**src/rtl/eth_tx_frame_arbiter.sv**
```systemverilog
// Frame-level round-robin arbiter feeding the 8-bit AXI-Stream TX input of the
// RGMII MAC from NUM_PORTS upstream frame sources.
//
// Ports:
//   clk, rst_n        125 MHz clock, asynchronous active-low reset
//   s_axis_*          per-port source streams (port i data at [8i+7:8i])
//   m_axis_*          merged stream to the MAC; tuser=1 marks an aborted/bad frame
//   grant             one-hot granted port, zero while idle
//   busy              high while a frame is being passed or drained
//   trunc_count       saturating count of frames cut at MAX_LEN bytes
//
// The data path is a zero-latency mux: m_axis_* and s_axis_tready are
// combinational functions of the registered grant/state.
module eth_tx_frame_arbiter #(
    parameter int unsigned NUM_PORTS = 2,
    parameter int unsigned MAX_LEN   = 1518,
    parameter int unsigned CNT_W     = 16
) (
    input  logic                   clk,
    input  logic                   rst_n,
    input  logic [NUM_PORTS*8-1:0] s_axis_tdata,
    input  logic [NUM_PORTS-1:0]   s_axis_tvalid,
    output logic [NUM_PORTS-1:0]   s_axis_tready,
    input  logic [NUM_PORTS-1:0]   s_axis_tlast,
    input  logic [NUM_PORTS-1:0]   s_axis_tuser,
    output logic [7:0]             m_axis_tdata,
    output logic                   m_axis_tvalid,
    input  logic                   m_axis_tready,
    output logic                   m_axis_tlast,
    output logic                   m_axis_tuser,
    output logic [NUM_PORTS-1:0]   grant,
    output logic                   busy,
    output logic [CNT_W-1:0]       trunc_count
);

    localparam int unsigned PW = $clog2(NUM_PORTS);
    localparam int unsigned LW = $clog2(MAX_LEN);
    localparam logic [LW-1:0] LAST_IDX = LW'(MAX_LEN - 1);
    localparam logic [PW-1:0] TOP_PORT = PW'(NUM_PORTS - 1);

    typedef enum logic [1:0] {
        IDLE  = 2'd0,
        PASS  = 2'd1,
        DRAIN = 2'd2
    } state_e;

    state_e               state_q, state_d;
    logic [NUM_PORTS-1:0] grant_q, grant_d;
    logic [PW-1:0]        last_q, last_d;     // index of current/most recent grant
    logic [LW-1:0]        len_q, len_d;       // bytes forwarded in current frame
    logic [CNT_W-1:0]     trunc_q, trunc_d;

    logic [7:0]    sel_data;
    logic          sel_valid, sel_last, sel_user;
    logic          hi_found, lo_found;
    logic [PW-1:0] hi_idx, lo_idx, pick;
    logic          req_any;
    logic          in_pass, in_drain, at_max, pass_hs, force_trunc;

    // Granted-port view; last_q holds the granted index in PASS and DRAIN.
    always_comb begin
        sel_data  = '0;
        sel_valid = 1'b0;
        sel_last  = 1'b0;
        sel_user  = 1'b0;
        for (int i = 0; i < int'(NUM_PORTS); i++) begin
            if (last_q == PW'(i)) begin
                sel_data  = s_axis_tdata[i*8 +: 8];
                sel_valid = s_axis_tvalid[i];
                sel_last  = s_axis_tlast[i];
                sel_user  = s_axis_tuser[i];
            end
        end
    end

    // Round-robin search: lowest requester above last_q wins, else lowest overall.
    always_comb begin
        hi_found = 1'b0;
        lo_found = 1'b0;
        hi_idx   = '0;
        lo_idx   = '0;
        for (int i = int'(NUM_PORTS) - 1; i >= 0; i--) begin
            if (s_axis_tvalid[i]) begin
                if (PW'(i) > last_q) begin
                    hi_found = 1'b1;
                    hi_idx   = PW'(i);
                end else begin
                    lo_found = 1'b1;
                    lo_idx   = PW'(i);
                end
            end
        end
    end

    assign req_any     = hi_found | lo_found;
    assign pick        = hi_found ? hi_idx : lo_idx;
    assign in_pass     = (state_q == PASS);
    assign in_drain    = (state_q == DRAIN);
    assign at_max      = (len_q == LAST_IDX);
    assign pass_hs     = in_pass & sel_valid & m_axis_tready;
    assign force_trunc = in_pass & at_max & ~sel_last;

    // Next-state logic
    always_comb begin
        state_d = state_q;
        grant_d = grant_q;
        last_d  = last_q;
        len_d   = len_q;
        trunc_d = trunc_q;
        unique case (state_q)
            IDLE: begin
                if (req_any) begin
                    grant_d = NUM_PORTS'(1) << pick;
                    last_d  = pick;
                    len_d   = '0;
                    state_d = PASS;
                end
            end
            PASS: begin
                if (pass_hs) begin
                    len_d = len_q + LW'(1);
                    if (sel_last) begin
                        grant_d = '0;
                        state_d = IDLE;
                    end else if (at_max) begin
                        if (trunc_q != '1) begin
                            trunc_d = trunc_q + CNT_W'(1);
                        end
                        state_d = DRAIN;
                    end
                end
            end
            DRAIN: begin
                // tready is forced high here, so valid&last is the final handshake
                if (sel_valid && sel_last) begin
                    grant_d = '0;
                    state_d = IDLE;
                end
            end
            default: begin
                grant_d = '0;
                state_d = IDLE;
            end
        endcase
    end

    // State register
    always_ff @(posedge clk or negedge rst_n) begin
        if (!rst_n) begin
            state_q <= IDLE;
            grant_q <= '0;
            last_q  <= TOP_PORT;
            len_q   <= '0;
            trunc_q <= '0;
        end else begin
            state_q <= state_d;
            grant_q <= grant_d;
            last_q  <= last_d;
            len_q   <= len_d;
            trunc_q <= trunc_d;
        end
    end

    // Output mux, gated by state so reset silences the MAC side immediately
    assign m_axis_tdata  = in_pass ? sel_data : 8'h00;
    assign m_axis_tvalid = in_pass & sel_valid;
    assign m_axis_tlast  = in_pass & (sel_last | at_max);
    assign m_axis_tuser  = in_pass & (sel_user | force_trunc);
    assign s_axis_tready = in_pass  ? (grant_q & {NUM_PORTS{m_axis_tready}}) :
                           in_drain ? grant_q : '0;
    assign grant         = grant_q;
    assign busy          = (state_q != IDLE);
    assign trunc_count   = trunc_q;

endmodule

```
**config.mk**
```make
export PLATFORM = sky130hd
export DESIGN_NAME = eth_tx_frame_arbiter
export DESIGN_NICKNAME = d
export VERILOG_FILES = /design/src/rtl/eth_tx_frame_arbiter.sv
export SDC_FILE = /design/constraint.sdc
export NUM_CORES = 1
export LEC_CHECK = 0
export ABC_AREA = 1
export BUFFER_PORTS_ARGS = -buffer_cell sky130_fd_sc_hd__buf_4
export CORE_AREA = 2 2 66 68
export DETAILED_ROUTE_END_ITERATION = 8
export DIE_AREA = 0 0 68 70
export PLACE_DENSITY = 0.89
export SKIP_CTS_REPAIR_TIMING = 1
export SLEW_MARGIN = 5
export SYNTH_ARGS = -nofsm -noshare
export SYNTH_HDL_FRONTEND = slang
export SYNTH_SLANG_ARGS = --single-unit
```
**constraint.sdc**
```tcl
create_clock -name clk -period 2.5 [get_ports clk]
set_input_delay 0.25 -clock clk [delete_from_list [all_inputs] [get_ports clk]]
set_output_delay 0.25 -clock clk [all_outputs]
set_load 0.005 [all_outputs]
```
== Yosys cells after proc, flatten, opt, wreduce, memory -nomap -nowiden ==
Cells that the tools add are included.

* Flip-flop bits (word level): 32
* Output and inout port bits: 32

* Add/sub/neg operators: 2
* Order comparisons: 2
* Eq/ne operators: 9
* Shift-type cells: 1
* Multiplexer cells: 33
* Bitwise gates (word level): 11
* Reduce and logical (&&, ||, !) cells: 9

{| class="wikitable"
|+ Operator list
! cell !! count
|-
| $mux 11 || 2
|-
| $pmux 11 s2 || 1
|-
| $mux 2 || 10
|-
| $add 16x1->16 const B || 1
|-
| $mux 1 || 16
|-
| $mux 8 || 2
|-
| $ne 16x16->1 const B || 1
|-
| $pmux 2 s3 || 2
|-
| $add 11x1->11 const B || 1
|-
| $eq 11x11->1 const B || 1
|-
| $reduce_and 4->1 || 2
|-
| $and 1x1->1 || 6
|-
| $reduce_and 5->1 || 1
|-
| $ne 2x1->1 const B || 2
|-
| $ne 2x2->1 const B || 2
|-
| $reduce_bool 2->1 || 2
|-
| $ne 3x2->1 const B || 1
|-
| $or 1x1->1 || 3
|-
| $reduce_and 3->1 || 1
|-
| $and 2x2->2 || 1
|-
| $eq 2x1->1 const B || 1
|-
| $eq 2x2->1 const B || 1
|-
| $gt 1x1->1 const A || 2
|-
| $logic_not 2->1 || 1
|-
| other kinds (4) || 4
|}

== Longest topological paths before layout ==
Gate-level depths: netlist of the first run.

* Depth in word-level cells: 9
* Depth in mapped cells: 11
* Depth with buffers taken out: 10

== Worst setup path before layout of the first run ==
No wires, ideal clock.

* Path type: reg2reg
* From: reg trunc_q[0], in the netlist trunc_count[0]
* To: reg trunc_q[6], in the netlist trunc_count[6]
* Arrival: 1.452 ns
* Required time: 2.383 ns
* Path slack: 0.931 ns
* Cell stages (with the launch flop): 10
* Path through: dfrtp_1 ha_1 nand3_2 nor2_2 nand3_2 nor2_2 nor2_4 buf_6 nand2_1 nand2_1

* Cells in the longest elaborated chain, start to end: 2

{| class="wikitable"
|+ RTL lines
! what !! line !! text
|-
| start: declaration || 51 || <nowiki>logic [CNT_W-1:0] trunc_q, trunc_d;</nowiki>
|-
| start signal: assignment || 160 || <nowiki>trunc_q <= trunc_d;</nowiki>
|-
| branches (longest 2 deep; another with $add 16x1->16) || n/a ||
|}

Parallel ways; which one is timed is not known.
A chain may end at the register's enable or synchronous reset.

== Worst setup path after layout of the first run ==
* From: reg last_q
* To: reg len_q[6]

* Cells in the longest elaborated chain, start to end: 8

{| class="wikitable"
|+ RTL lines
! what !! line !! text
|-
| start: declaration || 49 || <nowiki>logic [PW-1:0] last_q, last_d;</nowiki>
|-
| start signal: assignment || 158 || <nowiki>last_q <= last_d;</nowiki>
|-
| $gt 1x1->1 || 84 || <nowiki>if (PW'(i) > last_q) begin</nowiki>
|-
| $mux 1 || 84 ||
|-
| $mux 1 || 83 || <nowiki>if (s_axis_tvalid[i]) begin</nowiki>
|-
| $mux 1 || 84 ||
|-
| $mux 1 || 83 ||
|-
| $or 1x1->1 || 95 || <nowiki>assign req_any = hi_found | lo_found;</nowiki>
|-
| $ne 2x2->1 (no source line) || n/a ||
|-
| $reduce_and 3->1 (no source line) * || n/a ||
|-
| end signal: assignment || 159 || <nowiki>len_q <= len_d;</nowiki>
|-
| end: declaration || 50 || <nowiki>logic [LW-1:0] len_q, len_d;</nowiki>
|}

Every way passes the cells marked *; elsewhere a longest branch is shown, timed or not.

==> results of run 1 <==
-- routing by layer --
metal | global-route usage | vias to the layer above
met4 | 0.0911 | 0
li1 | - | 1163
met3 | 0.0612 | 11
met1 | 0.259 | 1041
met5 | 0 | -
met2 | 0.414 | 77
-- registers in the layout (all words and copies together), names as in the netlist --
register and cells:
trunc_count 16, len_q 11, grant 2, state_q 2, last_q 1
-- synthesized netlist by cell type, drive strengths merged --
cell type,n,share of area
nand4,10,0.028
o31ai,1,0.0034
dfstp,1,0.012
nor3,4,0.011
and2,1,0.0028
clkbuf,2,0.0034
nand3b,1,0.0034
nor2,39,0.086
o21ai,15,0.035
xor2,5,0.020
a21oi,14,0.031
or2,1,0.0028
xnor2,6,0.024
ha,3,0.017
dfrtp,31,0.35
buf,4,0.013
nand2,130,0.22
nand3,25,0.067
inv,39,0.067
o21bai,1,0.0034
-- final cells by class --
class	instances	area (sq um)	area share
multi-input combinational	256	1240	0.440
sequential	32	802	0.285
clock inverter	1	30.0	0.0107
clock buffer	7	96.3	0.0343
tap	52	65.1	0.0232
timing repair buffer	57	430	0.153
inverter	39	149	0.0530
-- final timing paths --
path                       endpoint  slack, ns  cells after the start
max                        len_q[6]       0.56                      7
min                        len_q[1]       0.27                      3
max reg2reg                len_q[6]       0.56                      7
min reg2reg                grant[1]       0.51                      2
max in group asynchronous    last_q       1.72                      2
min in group asynchronous  len_q[8]       0.44                      2
-- worst min-delay path: stages --
cell,delay (ns)
buf_4,0.12
nand3_2,0.08
o31ai_1,0.06
-- metrics by stage --
stage | setup WS [ns] | power (W) | hold slack [ns] | area, sq um
after floorplan | 0.931 | 0.00112 | -0.0456 | 2220
after global placement | 0.655 | 0.00138 | 0.211 | 2670
after detailed placement | 0.574 | 0.00141 | 0.215 | 2670
after CTS | 0.565 | 0.00195 | -0.101 | 2800
after global routing | 0.387 | 0.00207 | 0.265 | 2810
final | 0.563 | 0.00194 | 0.267 | 2810
-- logic make-up after synthesis --
logic type,after synthesis
DFF,32
adders and majority gates,3
buffers and inverters,45
AOI/OAI and AO/OA,31
xor gates and xnor gates,11
and+or+nand+nor,211
-- power by group through the flow --
stage               clock (W)  sequential (W)  combinational [W]
floorplan                   0        0.000622           0.000496
global placement            0        0.000646           0.000735
detailed placement          0        0.000647           0.000758
CTS                  0.000555        0.000638           0.000761
global route         0.000572        0.000646           0.000848
finish               0.000545        0.000640           0.000759
==> impl_metrics.ini, run 1 <==
[synthesis]
syn_inst = 333
synthMuxAreaShare = 0
synth_top_family_by_area = simple AND/OR/NAND/NOR gates
yosysUniqueCellTypes = 32
ys_ff_latch = 32
synthXorXnorAreaFrac = 0.0433
synthAdderAreaFrac = 0.0169
netlist_area_sq_um = 2220
ys_seq_area_frac = 0.361
synth-simple-area-share = 0.422
synth_warnings = 0
synth_compound_area_frac = 0.0737
avgSynthCellArea_sq_um = 6.68
synth_nets = 361

[pwr]
powerDensity_nw_per_um2 = 692
ir_worst_vdd_uv = 548
net-switching-power_w = 0.000712
leakage_nw = 1.49
p_comb_frac = 0.391
p_int_w = 0.00123
p_clk_frac = 0.280
p_seq_frac = 0.329
switching_share = 0.366

[sta]
final_hold_viol_count = 0
drv_slew = 0
grt_setup_unrepaired = false
fin_setup_tns_ns = 0
worst_slew_pin_slew_ns = 0.527
fmax_mhz = 516
finClkSkew_ns = 0.0129
finalSetupViolCount = 0
slew_headroom = 0.648
fin_crit_sh = 0.775
fin_crit_ns = 1.94

[cells_and_area]
layout_common_cells = nand2_1, buf_4, inv_1, nor2_1, dfrtp_1
drive_above_1_share = 0.212
layout.cells.non_filler = 444
layout.nets = 419
areaGrowthSynthToFinish_pct = 26.3
diodes = 0
finish.utilization = 0.678
final_common_cell = nand2_1
fillers = 351

[worst_hold_path]
hp-start = m_axis_tready
hold_class = in2reg

[setup_path]
crit_slowest_cell = dfstp_2
cp.arrival_ns = 2.10
worstSetupEndpointType = flip-flop
cp_num_buf_inv = 1
worst-path-max-fanout = 16
crit_chain = inv_2, nand2_1, nand3_1, nand2_1, nand2_1, a21oi_1, a21oi_1
worst-setup-path-type = reg2reg
slowest_delay_ns = 0.68
critPathLaunchType = flip-flop
crit_top_cell = nand2_1
crit_required_ns = 2.66
path_delay_family = simple AND/OR/NAND/NOR gates
r2r_start = last_q
crit_start = last_q

[global_route]
grt_use_total = 0.234
grt.overflow.total = 0
grt_pass1_vias = 2147
grt_pass1_wl_mm = 8.72
grt_antenna_before_repair = 0
grt_max_degree = 33

[clock_tree]
clkSlewWorstSetupHoldPaths_ns = 0.07
insertion_delay_ns = 0.29
cts_tree = yes
cts_root_buf = clkbuf_8
cts_max_level = 2
clockBufferDepth = 2
cts.sinks = 32
cts_made_buffers = 5

[placed_design]
dp_cells = 435
hpwl_mm = 3.99
gp_congestion = 0.855
io_buffers = 56

[detailed_routing]
viasPerCell = 5.16
wl_met3_microns = 408
drc = 0
wl_per_cell_microns = 11.9
drtAntennaViolNets = 0
wl_mm = 5.29
drtPass1Iterations = 4
top_layer = met4
num_vias = 2292
drt_iter0_markers = 133
met2WireLength_mm = 2.61
m1WireLength_mm = 2.17

[run]
cap_violations = 0

[floorplan]
row_count = 24
start_util = 0.537
die_width_microns = 68
pin_count = 57
die-area_sq_um = 4760
die_h_microns = 70
core_sq_um = 4140

[run_status]
status = finished, final reports clean
Power figures use the tool's default switching activity.
==> run 2, diff against run 1 <==
--- a/config.mk
+++ b/config.mk
@@ -7,10 +7,10 @@
 export LEC_CHECK = 0
 export ABC_AREA = 1
 export BUFFER_PORTS_ARGS = -buffer_cell sky130_fd_sc_hd__buf_4
-export CORE_AREA = 2 2 66 68
+export CORE_AREA = 2 2 72 74
 export DETAILED_ROUTE_END_ITERATION = 8
-export DIE_AREA = 0 0 68 70
-export PLACE_DENSITY = 0.89
+export DIE_AREA = 0 0 74 76
+export PLACE_DENSITY = 0.8
 export SKIP_CTS_REPAIR_TIMING = 1
 export SLEW_MARGIN = 5
 export SYNTH_ARGS = -nofsm -noshare
==> constraint.sdc (replaced) <==
create_clock -name clk -period 1.7 [get_ports clk]
set_input_delay 0.17 -clock clk [delete_from_list [all_inputs] [get_ports clk]]
set_output_delay 0.17 -clock clk [all_outputs]
set_load 0.005 [all_outputs]
==> impl_metrics.ini, run 2 (same netlist as run 1, synthesis figures left out) <==
[clock_tree]
cts_made_buffers = 5
clkSlewWorstSetupHoldPaths_ns = 0.08
clockBufferDepth = 2
cts_root_buf = clkbuf_8
cts.sinks = 32
cts_max_level = 2
insertion_delay_ns = 0.29
cts_tree = yes

[placed_design]
post-place-ws_ns = 0.0951
placed_area_sq_um = 2820
hpwl_mm = 4.29
io_buffers = 56
gp_congestion = 0.881

[pwr]
p_comb_frac = 0.495
switching_share = 0.394
ir_worst_vdd_uv = 521
p_int_w = 0.00179
net-switching-power_w = 0.00116
leakage_nw = 1.59
powerDensity_nw_per_um2 = 974
p_seq_frac = 0.308
p_clk_frac = 0.197

[setup_path]
crit_start = last_q
cp_num_buf_inv = 2
worstReg2RegEnd = trunc_count[11]
worstSetupEndpointType = output port
r2r_start = last_q
reg2reg_depth = 8
crit_chain = buf_6, nand2_4, o21ai_4, nor2_8, nand4_1, o21ai_1, buf_4
slowest_delay_ns = 0.59
worst-setup-path-type = reg2out
critPathLaunchType = flip-flop
cp.arrival_ns = 1.54
crit_required_ns = 1.53
worst-path-max-fanout = 4
crit_slowest_cell = dfstp_2
endpoint = m_axis_tuser
rrSetupSlack_ns = 0.04
path_delay_family = flip-flops
crit_cells = 7

[global_route]
grt_antenna_before_repair = 0
grt.overflow.total = 0
grt_pass1_wl_mm = 9.75
grt_pass1_vias = 2201
grt_use_total = 0.217
grt_max_degree = 33

[floorplan]
die_h_microns = 76
core_sq_um = 4910
row_count = 26
pin_count = 57
die-area_sq_um = 5620
die_width_microns = 74
start_util = 0.453

[sta]
fmax_mhz = 586
fin_setup_tns_ns = -0.00650
grt_setup_unrepaired = true
final_hold_viol_count = 0
drv_slew = 0
slew_headroom = 0.715
finClkSkew_ns = 0.0139
holdWs_ns = 0.181
worst_slew_pin_slew_ns = 0.427
finalSetupViolCount = 1
fin_crit_sh = 1.00
layout_setup_ws_ns = -0.00650
fin_crit_ns = 1.71

[run_status]
violations = negative setup slack
status = finished with violations

[cells_and_area]
final_area_sq_um = 3040
layout_common_cells = nand2_1, buf_4, inv_1, nor2_1, dfrtp_1
areaGrowthSynthToFinish_pct = 36.6
layout.nets = 438
fillers = 464
largest_reg_flops = 16
diodes = 0
drive_above_1_share = 0.277
final_common_cell = nand2_1

[detailed_routing]
wl_per_cell_microns = 12.3
drt_iter0_markers = 192
viasPerCell = 4.98
drtPass1Iterations = 4
drtAntennaViolNets = 0
wl_mm = 5.94
num_vias = 2393
drc = 0

[run]
cap_violations = 0

[worst_hold_path]
hold_class = in2reg
[run 2: cell count changes in the layout (fill, tap and decap cells not counted), moves of 2 or more]
cell,change
buf_4,+13
buf_6,+4
nand2_1,-4
nand2_2,+3
nor2_1,-3
buf_12,+2
clkbuf_1,+2
clkbuf_8,-2
nand3_1,-2
nor2_2,+2
[run 2: per-stage QoR]
| step | instances | utilization | power (W) |
|---|---|---|---|
| after floorplan | 333 | - | 0.00164 |
| after global placement | 466 | 0.574 | 0.00217 |
| after detailed placement | 466 | 0.574 | 0.00219 |
| after CTS | 474 | 0.590 | 0.00279 |
| after global routing | 481 | 0.618 | 0.00318 |
| final | 481 | 0.618 | 0.00296 |
[run 2: power by group through the flow]
stage	logic [W]	registers, W	clock network, W
floorplan	0.000729	0.000915	0
global placement	0.00124	0.000925	0
detailed placement	0.00127	0.000928	0
CTS	0.00127	0.000914	0.000602
global route	0.00162	0.000922	0.000639
finish	0.00146	0.000912	0.000582
[run 2: worst reg2reg max path, stage by stage, from the launching register on]
cell     delay [ns]
dfstp_2        0.59
buf_6          0.13
nand2_2        0.08
a21oi_2        0.26
nand3_2        0.14
nor2_4         0.12
buf_12         0.15
nand2_1        0.06
nand2_1        0.05
[run 2: layer usage]
metal  global-route usage  share of wire  routed length, microns  up-vias
met2                0.386           0.52                    3080       71
met5                    0              0                       0        -
met3               0.0503          0.057                     341        7
met1                0.259           0.41                    2440     1115
li1                     -              -                       -     1200
met4               0.0509          0.012                      72        0
[run 2: worst min path at each step]
stage,endpoint,slack [ns],start,cells past startpoint
floorplan,grant[0],-0.13,rst_n,0
global placement,trunc_count[11],0.14,rst_n,1
global route,len_q[1],0.19,m_axis_tready,3
detailed placement,trunc_count[11],0.14,rst_n,1
CTS,len_q[1],-0.18,rst_n,1
finish,len_q[1],0.18,m_axis_tready,3
[run 2: final cells by class]
type,count,area (sq um),share of cell area
multi-input cells,256,1300,0.428
flip-flops and latches,32,803,0.264
repair buffers,76,613,0.202
inverters,39,151,0.0498
well taps,70,87.6,0.0288
clock buffers,7,76.3,0.0251
clock inverters,1,5.00,0.00165
==> run 3, diff against run 2 <==
--- a/config.mk
+++ b/config.mk
@@ -10,8 +10,9 @@
 export CORE_AREA = 2 2 72 74
 export DETAILED_ROUTE_END_ITERATION = 8
 export DIE_AREA = 0 0 74 76
-export PLACE_DENSITY = 0.8
+export PLACE_DENSITY = 0.74
 export SKIP_CTS_REPAIR_TIMING = 1
+export SKIP_LAST_GASP = 1
 export SLEW_MARGIN = 5
 export SYNTH_ARGS = -nofsm -noshare
 export SYNTH_HDL_FRONTEND = slang
==> impl_metrics.ini, run 3 (same netlist as run 1, synthesis figures left out) <==
[sta]
worst_slew_pin_slew_ns = 0.426
fmax_mhz = 592
fin_crit_sh = 0.994
finalSetupViolCount = 0
layout_setup_ws_ns = 0.0106
grt_setup_unrepaired = true
final_hold_viol_count = 0
finClkSkew_ns = 0.0113
slew_headroom = 0.716
fin_crit_ns = 1.69
drv_slew = 0

[setup_path]
rrSetupSlack_ns = 0.01
cp.arrival_ns = 1.88
path_delay_family = flip-flops
slowest_delay_ns = 0.61
worstReg2RegEnd = len_q[1]
worst-setup-path-type = reg2reg
worstSetupEndpointType = flip-flop
crit_slowest_cell = dfstp_2
crit_chain = buf_6, inv_2, nand2_1, nand2_1, nand3_2, nand2_1, buf_12, inv_1, nand2_1, o31ai_1
critPathLaunchType = flip-flop
crit_required_ns = 1.89
worst-path-max-fanout = 16
reg2reg_depth = 10
cp_num_buf_inv = 4
crit_top_cell = nand2_1
r2r_start = last_q

[placed_design]
post-place-ws_ns = 0.128
hpwl_mm = 4.08
io_buffers = 56
gp_congestion = 0.823

[worst_hold_path]
hold_class = in2reg
hp-start = m_axis_tready
holdPathStages = 3
hold_end = len_q[1]

[global_route]
grt_use_total = 0.203
grt_pass1_vias = 2097
grt_pass1_wl_mm = 8.99
grt_max_degree = 33
grt_antenna_before_repair = 0
grt.overflow.total = 0

[cells_and_area]
drive_above_1_share = 0.274
largest_reg_flops = 16
final_common_cell = nand2_1
areaGrowthSynthToFinish_pct = 38.0
layout.nets = 440
finish.utilization = 0.625
layout_common_cells = nand2_1, buf_4, inv_1, nor2_1, dfrtp_1
fillers = 465
diodes = 0

[clock_tree]
cts_tree = yes
cts_max_level = 2
clockBufferDepth = 2
clkSlewWorstSetupHoldPaths_ns = 0.07
cts.sinks = 32
cts_root_buf = clkbuf_8
cts_made_buffers = 5
insertion_delay_ns = 0.29

[floorplan]
start_util = 0.453
die-area_sq_um = 5620
row_count = 26
pin_count = 57
die_h_microns = 76
core_sq_um = 4910
die_width_microns = 74

[run_status]
status = finished, final reports clean

[detailed_routing]
drtPass1Iterations = 4
viasPerCell = 4.87
wl_per_cell_microns = 11.7
drc = 0
num_vias = 2353
drt_iter0_markers = 121
wl_mm = 5.65
drtAntennaViolNets = 0

[pwr]
net-switching-power_w = 0.00115
ir_worst_vdd_uv = 524
p_clk_frac = 0.255
powerDensity_nw_per_um2 = 1050
switching_share = 0.359
leakage_nw = 1.61
p_seq_frac = 0.285
p_int_w = 0.00206
p_comb_frac = 0.461

[run]
cap_violations = 0
run 3: cell count changes in the layout (fill, tap and decap cells not counted), moves of 2 or more:
cell / before / now
clkbuf_1: 2 / 0
nand2_1: 125 / 127
buf_4: 69 / 72
buf_6: 4 / 2
clkbuf_8: 5 / 7
nor2_1: 31 / 33
run 3: cell type report:
| cell class | count | area (sq um) | share of cell area |
|---|---|---|---|
| clock buffer | 7 | 96.3 | 0.0314 |
| clock inverter | 1 | 30.0 | 0.00978 |
| inverter | 39 | 154 | 0.0501 |
| multi-input combinational | 256 | 1260 | 0.412 |
| sequential | 32 | 805 | 0.262 |
| tap | 70 | 87.6 | 0.0285 |
| timing repair buffer | 78 | 633 | 0.206 |
run 3: tightest hold or removal path: stages:
cell	delay [ns]
buf_4	0.13
nand3_2	0.09
o31ai_1	0.07
run 3: worst max-delay path by stage:
stage,from,endpoint,slack [ns],depth (start not counted)
final,last_q,len_q[1],0.01,10
after CTS,last_q,m_axis_tuser,-0.07,5
after floorplan,trunc_count[0],trunc_count[6],0.13,9
after detailed placement,last_q,trunc_count[1],0.13,8
after global routing,len_q[1],m_axis_tlast,-0.10,9
after global placement,last_q,trunc_count[1],0.16,8
run 3: power by group through the flow:
| stage | combinational (W) | clock [W] | sequential (W) |
|---|---|---|---|
| finish | 0.00148 | 0.000819 | 0.000916 |
| global route | 0.00162 | 0.000880 | 0.000925 |
| CTS | 0.00131 | 0.000841 | 0.000920 |
| detailed placement | 0.00130 | 0 | 0.000934 |
| global placement | 0.00128 | 0 | 0.000933 |
| floorplan | 0.000729 | 0 | 0.000915 |
run 3: metrics by stage:
stage / TNS [ns] / hold WS, ns / instance area, sq um / total power, W / cells
after floorplan: 0 / -0.126 / 2220 / 0.00164 / 333
after global placement: 0 / 0.137 / 2830 / 0.00221 / 466
after detailed placement: 0 / 0.142 / 2830 / 0.00223 / 466
after CTS: -0.104 / -0.179 / 2960 / 0.00307 / 474
after global routing: -0.745 / 0.202 / 3070 / 0.00342 / 483
final: 0 / 0.216 / 3070 / 0.00322 / 483
run 3: per-layer routing:
| layer | wire [microns] | GRT usage |
|---|---|---|
| met5 | 0 | 0 |
| met4 | 60 | 0.0600 |
| met3 | 361 | 0.0569 |
| met2 | 2770 | 0.350 |
| met1 | 2470 | 0.240 |
